**config.mk**
```make
export PLATFORM = sky130hd
export DESIGN_NAME = trng_harvest_ctrl
export DESIGN_NICKNAME = d
export VERILOG_FILES = /design/src/rtl/trng_harvest_ctrl.sv
export SDC_FILE = /design/constraint.sdc
export NUM_CORES = 1
export LEC_CHECK = 0
export CAP_MARGIN = 40
export CORE_ASPECT_RATIO = 0.5
export CORE_UTILIZATION = 25
export CTS_BUF_LIST = sky130_fd_sc_hd__clkbuf_4 sky130_fd_sc_hd__clkbuf_8 sky130_fd_sc_hd__clkbuf_16
export DETAILED_ROUTE_END_ITERATION = 7
export SKIP_LAST_GASP = 1
export SYNTH_ARGS = -nofsm -noshare
export SYNTH_HDL_FRONTEND = slang
export SYNTH_SLANG_ARGS = --single-unit
```
**constraint.sdc**
```tcl
create_clock -name clk -period 2.25 [get_ports clk]
set_input_delay 0.225 -clock clk [delete_from_list [all_inputs] [get_ports clk]]
set_output_delay 0.225 -clock clk [all_outputs]
set_load 0.1 [all_outputs]
```
**src/rtl/trng_harvest_ctrl.sv**
```systemverilog
// trng_harvest_ctrl: sequences the ring-oscillator TRNG, health-checks each
// 128-bit word (stuck / repeat / timeout) with bounded retry and hands
// accepted words to the consumer over a valid/ready handshake.
//
// Ports:
//   clk         system clock, rising edge
//   rst         asynchronous active-low reset
//   req         request one word (sampled only when idle)
//   trng_rst    active-high synchronous reset to the source
//   trng_go     one-cycle start pulse to the source
//   trng_done   source completion (sticky until trng_rst)
//   trng_data   source word, stable while trng_done is high
//   rand_valid  rand_data holds an accepted word
//   rand_ready  consumer accepts the word
//   rand_data   accepted random word
//   busy        a request is in flight
//   err         sticky health failure
//   err_code    cause of the last failed attempt
//               (0 none, 1 stuck, 2 repeat, 3 timeout)
module trng_harvest_ctrl #(
    parameter int W          = 128,
    parameter int TIMEOUT    = 1023,
    parameter int MAX_RETRY  = 3,
    parameter int REPEAT_CHK = 1
) (
    input  logic         clk,
    input  logic         rst,
    input  logic         req,
    output logic         trng_rst,
    output logic         trng_go,
    input  logic         trng_done,
    input  logic [W-1:0] trng_data,
    output logic         rand_valid,
    input  logic         rand_ready,
    output logic [W-1:0] rand_data,
    output logic         busy,
    output logic         err,
    output logic [1:0]   err_code
);

    typedef enum logic [2:0] {
        S_IDLE,
        S_GO,
        S_WAIT,
        S_CHECK,
        S_OUT,
        S_FAIL
    } state_t;

    localparam int CW = $clog2(TIMEOUT + 1);
    localparam int RW = (MAX_RETRY > 0) ? $clog2(MAX_RETRY + 1) : 1;

    localparam logic [CW-1:0] WAIT_LAST = CW'(TIMEOUT - 1);
    localparam logic [RW-1:0] RETRY_MAX = RW'(MAX_RETRY);

    localparam logic [1:0] C_NONE    = 2'd0;
    localparam logic [1:0] C_STUCK   = 2'd1;
    localparam logic [1:0] C_REPEAT  = 2'd2;
    localparam logic [1:0] C_TIMEOUT = 2'd3;

    state_t        state_q, state_d;
    logic [CW-1:0] wcnt_q, wcnt_d;
    logic [RW-1:0] retry_q, retry_d;
    logic          to_q, to_d;
    logic [W-1:0]  cand_q, cand_d;
    logic [W-1:0]  prev_q, prev_d;
    logic          prev_valid_q, prev_valid_d;
    logic [W-1:0]  rand_data_q, rand_data_d;
    logic          err_q, err_d;
    logic [1:0]    err_code_q, err_code_d;
    logic          trng_rst_q, trng_rst_d;
    logic          trng_go_q, trng_go_d;
    logic          rand_valid_q, rand_valid_d;
    logic          busy_q, busy_d;

    logic [1:0]    cause;

    // Health classification of the captured candidate, in priority order.
    // A timed-out attempt never captured, so the stale candidate is ignored.
    always_comb begin
        cause = C_NONE;
        if (to_q) begin
            cause = C_TIMEOUT;
        end else if (cand_q == '0 || cand_q == '1) begin
            cause = C_STUCK;
        end else if (REPEAT_CHK != 0 && prev_valid_q
                     && cand_q == prev_q) begin
            cause = C_REPEAT;
        end
    end

    always_comb begin
        state_d      = state_q;
        wcnt_d       = wcnt_q;
        retry_d      = retry_q;
        to_d         = to_q;
        cand_d       = cand_q;
        prev_d       = prev_q;
        prev_valid_d = prev_valid_q;
        rand_data_d  = rand_data_q;
        err_d        = err_q;
        err_code_d   = err_code_q;

        unique case (state_q)
            S_IDLE: begin
                if (req) begin
                    state_d = S_GO;
                    retry_d = '0;
                end
            end
            S_GO: begin
                state_d = S_WAIT;
                wcnt_d  = '0;
                to_d    = 1'b0;
            end
            S_WAIT: begin
                if (trng_done) begin
                    cand_d  = trng_data;
                    state_d = S_CHECK;
                end else if (wcnt_q == WAIT_LAST) begin
                    to_d    = 1'b1;
                    state_d = S_CHECK;
                end else begin
                    wcnt_d = wcnt_q + 1'b1;
                end
            end
            S_CHECK: begin
                if (cause == C_NONE) begin
                    prev_d       = cand_q;
                    prev_valid_d = 1'b1;
                    rand_data_d  = cand_q;
                    state_d      = S_OUT;
                end else if (retry_q < RETRY_MAX) begin
                    retry_d    = retry_q + 1'b1;
                    err_code_d = cause;
                    state_d    = S_GO;
                end else begin
                    err_d      = 1'b1;
                    err_code_d = cause;
                    state_d    = S_FAIL;
                end
            end
            S_OUT: begin
                if (rand_ready) begin
                    state_d = S_IDLE;
                end
            end
            S_FAIL: begin
                state_d = S_FAIL;
            end
            default: begin
                state_d = S_IDLE;
            end
        endcase

        // Outputs are registered: decode them from the next state so they
        // line up with the state they describe.
        trng_go_d    = (state_d == S_GO);
        trng_rst_d   = !(state_d == S_GO || state_d == S_WAIT);
        rand_valid_d = (state_d == S_OUT);
        busy_d       = !(state_d == S_IDLE || state_d == S_FAIL);
    end

    always_ff @(posedge clk or negedge rst) begin
        if (!rst) begin
            state_q      <= S_IDLE;
            wcnt_q       <= '0;
            retry_q      <= '0;
            to_q         <= 1'b0;
            cand_q       <= '0;
            prev_q       <= '0;
            prev_valid_q <= 1'b0;
            rand_data_q  <= '0;
            err_q        <= 1'b0;
            err_code_q   <= C_NONE;
            trng_rst_q   <= 1'b1;
            trng_go_q    <= 1'b0;
            rand_valid_q <= 1'b0;
            busy_q       <= 1'b0;
        end else begin
            state_q      <= state_d;
            wcnt_q       <= wcnt_d;
            retry_q      <= retry_d;
            to_q         <= to_d;
            cand_q       <= cand_d;
            prev_q       <= prev_d;
            prev_valid_q <= prev_valid_d;
            rand_data_q  <= rand_data_d;
            err_q        <= err_d;
            err_code_q   <= err_code_d;
            trng_rst_q   <= trng_rst_d;
            trng_go_q    <= trng_go_d;
            rand_valid_q <= rand_valid_d;
            busy_q       <= busy_d;
        end
    end

    assign trng_rst   = trng_rst_q;
    assign trng_go    = trng_go_q;
    assign rand_valid = rand_valid_q;
    assign rand_data  = rand_data_q;
    assign busy       = busy_q;
    assign err        = err_q;
    assign err_code   = err_code_q;

endmodule

```
==> reports/results.ini <==
[floorplanning]
die_area_mm2=0.0521
die_w_um=322
core_region_area_mm2=0.0504
num_rows=58
pin_count=268
initial_core_util=0.254
die_height_um=162

[sta]
hold_viol=0
timing.fmax_ghz=0.357
fin_ws_ns=-0.549
min_period_ns=2.80
fin_skew_ns=0.0319
tightest_slew_ns=0.632
slew_headroom=0.578
maxSlewViolCount=0
finalCritPeriodShare=1.24
rsz0062_at_grt=yes
setup_viol=140

[layout]
layout.area.seq_mm2=0.00715
finalInstanceArea_mm2=0.0204
nets=1720
nFillCells=4785
multi_input_comb_area_mm2=0.00599
final_cells=2299
drive_gt1_frac=0.536
area_growth_pct=59.9

[placement]
hpwl_um=36900
placed_area_mm2=0.0185
place_ws_ns=-0.736
portBuffers=267
place_inst=2219
place_congestion=0.873

[global_route]
grt_pass1_wl_um=70200
grt-ovfl-total=0
track_usage=0.182
antenna_found_initial=4
first_global_vias=11147
grt_max_degree=72

[yosys]
synth_top_area_share=0.546
synthFlopType=dfrtp_1
synth_largest_area_cell=dfrtp_1
yosysSeqAreaShare=0.548
synth_nets=1114
ys_warn_count=0
synth_edf_count=0
synthDistinctLibCells=46
syn_area_mm2=0.0128
syn_avg_cell_area_um2=13.1
synth_cells=978
ys_ff_latch=280
async_reset_ff_frac=1.00
yosys-top-cells-area=dfrtp_1 55%, mux2_2 13%, mux2_1 9.7%

[worst_setup_path]
regToRegSetupSlack_ns=-0.55
ff2ff_path_depth=12
endpoint_kind=flip-flop
crit_path_start_kind=flip-flop
slowest_delay_ns=0.40
path_buf_inv=5
cp.arrival_ns=3.25
crit_start=rand_data[92]$_DFFE_PN0P_
crit_family=simple AND/OR/NAND/NOR gates
crit_path_top_delay_cell=dfrtp_1
crit_chain=xnor2_2 -> buf_4 -> nand4_1 -> nor4_2 -> buf_4 -> and4_4 -> nand4_1 -> nand2_4 -> buf_12 -> buf_12 -> clkbuf_16 -> mux2_1
r2r_end=rand_data[65]$_DFFE_PN0P_
crit_required_ns=2.70
cp_max_fo=8
critPathKind=flip-flop to flip-flop
r2r_start=rand_data[92]$_DFFE_PN0P_

[detailed_routing]
wirelength_um=48500
first_pass_iters=5
drt_iter0_drc=767
wire_per_inst_um=21.1
vias_per_cell=4.58
drcViolationCount=0
postRouteAntennaNets=0
dr_total_vias=10524

[cts]
clock_latency_ns=0.59
cts-root-buf=clkbuf_16
htreeDepth=1
clock-sinks=280
numCtsBuffers=29
clockBufferDepth=3
cts_tree=yes
clkSlewWorstSetupHoldPaths_ns=0.06

[flow_run]
max_cap_violations=0

[worst_hold_path]
hp-class=input port to async pin

[outcome]
violations=negative setup slack
status=complete, but fails checks

-- sequential cells by signal (all words and copies together) (netlist names) --
name and cells:
rand_data 128, prev_valid_q 1, err 1, err_code 2, to_q 1, busy 1
state_q 3, wcnt_q 10, trng_go 1, retry_q 2, cand_q 128, trng_rst 1
rand_valid 1
-- timing repair --
action / 4_1_cts / 5_1_grt
setup buffers: 13 / 3
hold endpoints to repair: 58 / 0
gates cloned: 6 / 4
gates resized for setup: 89 / 49
setup endpoints to repair: 140 / 145
hold buffers: 1 / 0
pin swaps: 20 / 3
-- cell usage in the layout, fill, tap and decap left out, types with 7 or more instances in the layout --
master and count:
a21oi_1 8, buf_12 16, buf_4 440, buf_6 7, clkbuf_16 32, clkbuf_4 12
clkdlybuf4s50_1 131, dfrtp_1 185, dfrtp_2 83, dfrtp_4 11, inv_1 37, mux2_1 57
mux2_2 132, mux2_4 65, nand2_1 9, nand2b_1 16, nand3_1 7, nand4_1 63
nor2_1 15, nor2b_1 34, nor4_1 45, nor4_2 11, o21ai_0 7, o22ai_1 11
xnor2_1 53, xor2_1 29
-- layout make-up --
| cell class | count | area share |
|---|---|---|
| Tap cell | 690 | 0.0422 |
| Sequential cell | 280 | 0.350 |
| Clock inverter | 8 | 0.00526 |
| Inverter | 37 | 0.00680 |
| Timing Repair Buffer | 606 | 0.259 |
| Antenna cell | 2 | 0.000245 |
| Multi-Input combinational cell | 630 | 0.293 |
| Clock buffer | 46 | 0.0433 |
-- worst max-delay path by stage --
stage / slack (ns) / cells past startpoint / end
2_1_floorplan: -0.40 / 9 / rand_data[100]$_DFFE_PN0P_
3_3_place_gp: -0.70 / 10 / rand_data[5]$_DFFE_PN0P_
3_5_place_dp: -0.74 / 8 / rand_data[5]$_DFFE_PN0P_
4_1_cts: -0.51 / 12 / rand_data[21]$_DFFE_PN0P_
5_1_grt: -0.70 / 12 / rand_data[65]$_DFFE_PN0P_
6_report: -0.55 / 12 / rand_data[65]$_DFFE_PN0P_
-- synth_stat cells (2+ instances only) --
cell type,n
nor4_1,58
o21ai_0,7
nand2b_1,16
ha_1,3
or4_1,3
nand3_1,7
nand3b_1,2
a2111o_1,3
mux2_1,110
buf_2,2
inv_1,37
a21oi_1,10
xor2_1,31
nand2_1,11
nand4_1,63
nor3b_1,3
o31ai_1,2
o2111ai_1,5
o22ai_1,11
nor2_1,16
or3_1,5
buf_4,13
and4_1,2
dfrtp_1,279
xnor2_1,59
mux2_2,144
mux2i_1,2
a2111oi_0,8
clkbuf_1,15
nor2b_1,34
o2bb2ai_1,2
-- routing by layer --
metal | GRT usage | part of all wire | up-vias
met4 | 0.0584 | 0.032 | 2
met5 | 0 | 0.00027 | -
met2 | 0.335 | 0.53 | 197
li1 | - | - | 4814
met3 | 0.0298 | 0.040 | 81
met1 | 0.214 | 0.40 | 5430
-- logic make-up (layout without fill, tap and decap cells) --
| kind of cell | after synthesis | in the layout | synth area share |
|---|---|---|---|
| mux | 256 | 256 | 0.225 |
| xor+xnor | 90 | 90 | 0.0617 |
| flops | 280 | 280 | 0.548 |
| other cells | 0 | 2 | 0 |
| simple gates | 226 | 226 | 0.107 |
| buf+inv | 68 | 697 | 0.0240 |
| fa+ha+maj | 3 | 3 | 0.00294 |
| compound gates | 55 | 55 | 0.0312 |
-- through the flow --
stage | util | hold WS, ns | TNS (ns)
2_1_floorplan | - | -0.0706 | -49.24
3_3_place_gp | 0.367 | 0.247 | -87.14
3_5_place_dp | 0.367 | 0.244 | -91.40
4_1_cts | 0.401 | 0.233 | -58.82
5_1_grt | 0.406 | 0.252 | -82.90
6_report | 0.406 | 0.228 | -60.20
Power is not shown: default switching activity piles up to over one toggle a cycle in this logic, so the estimate is an artifact.
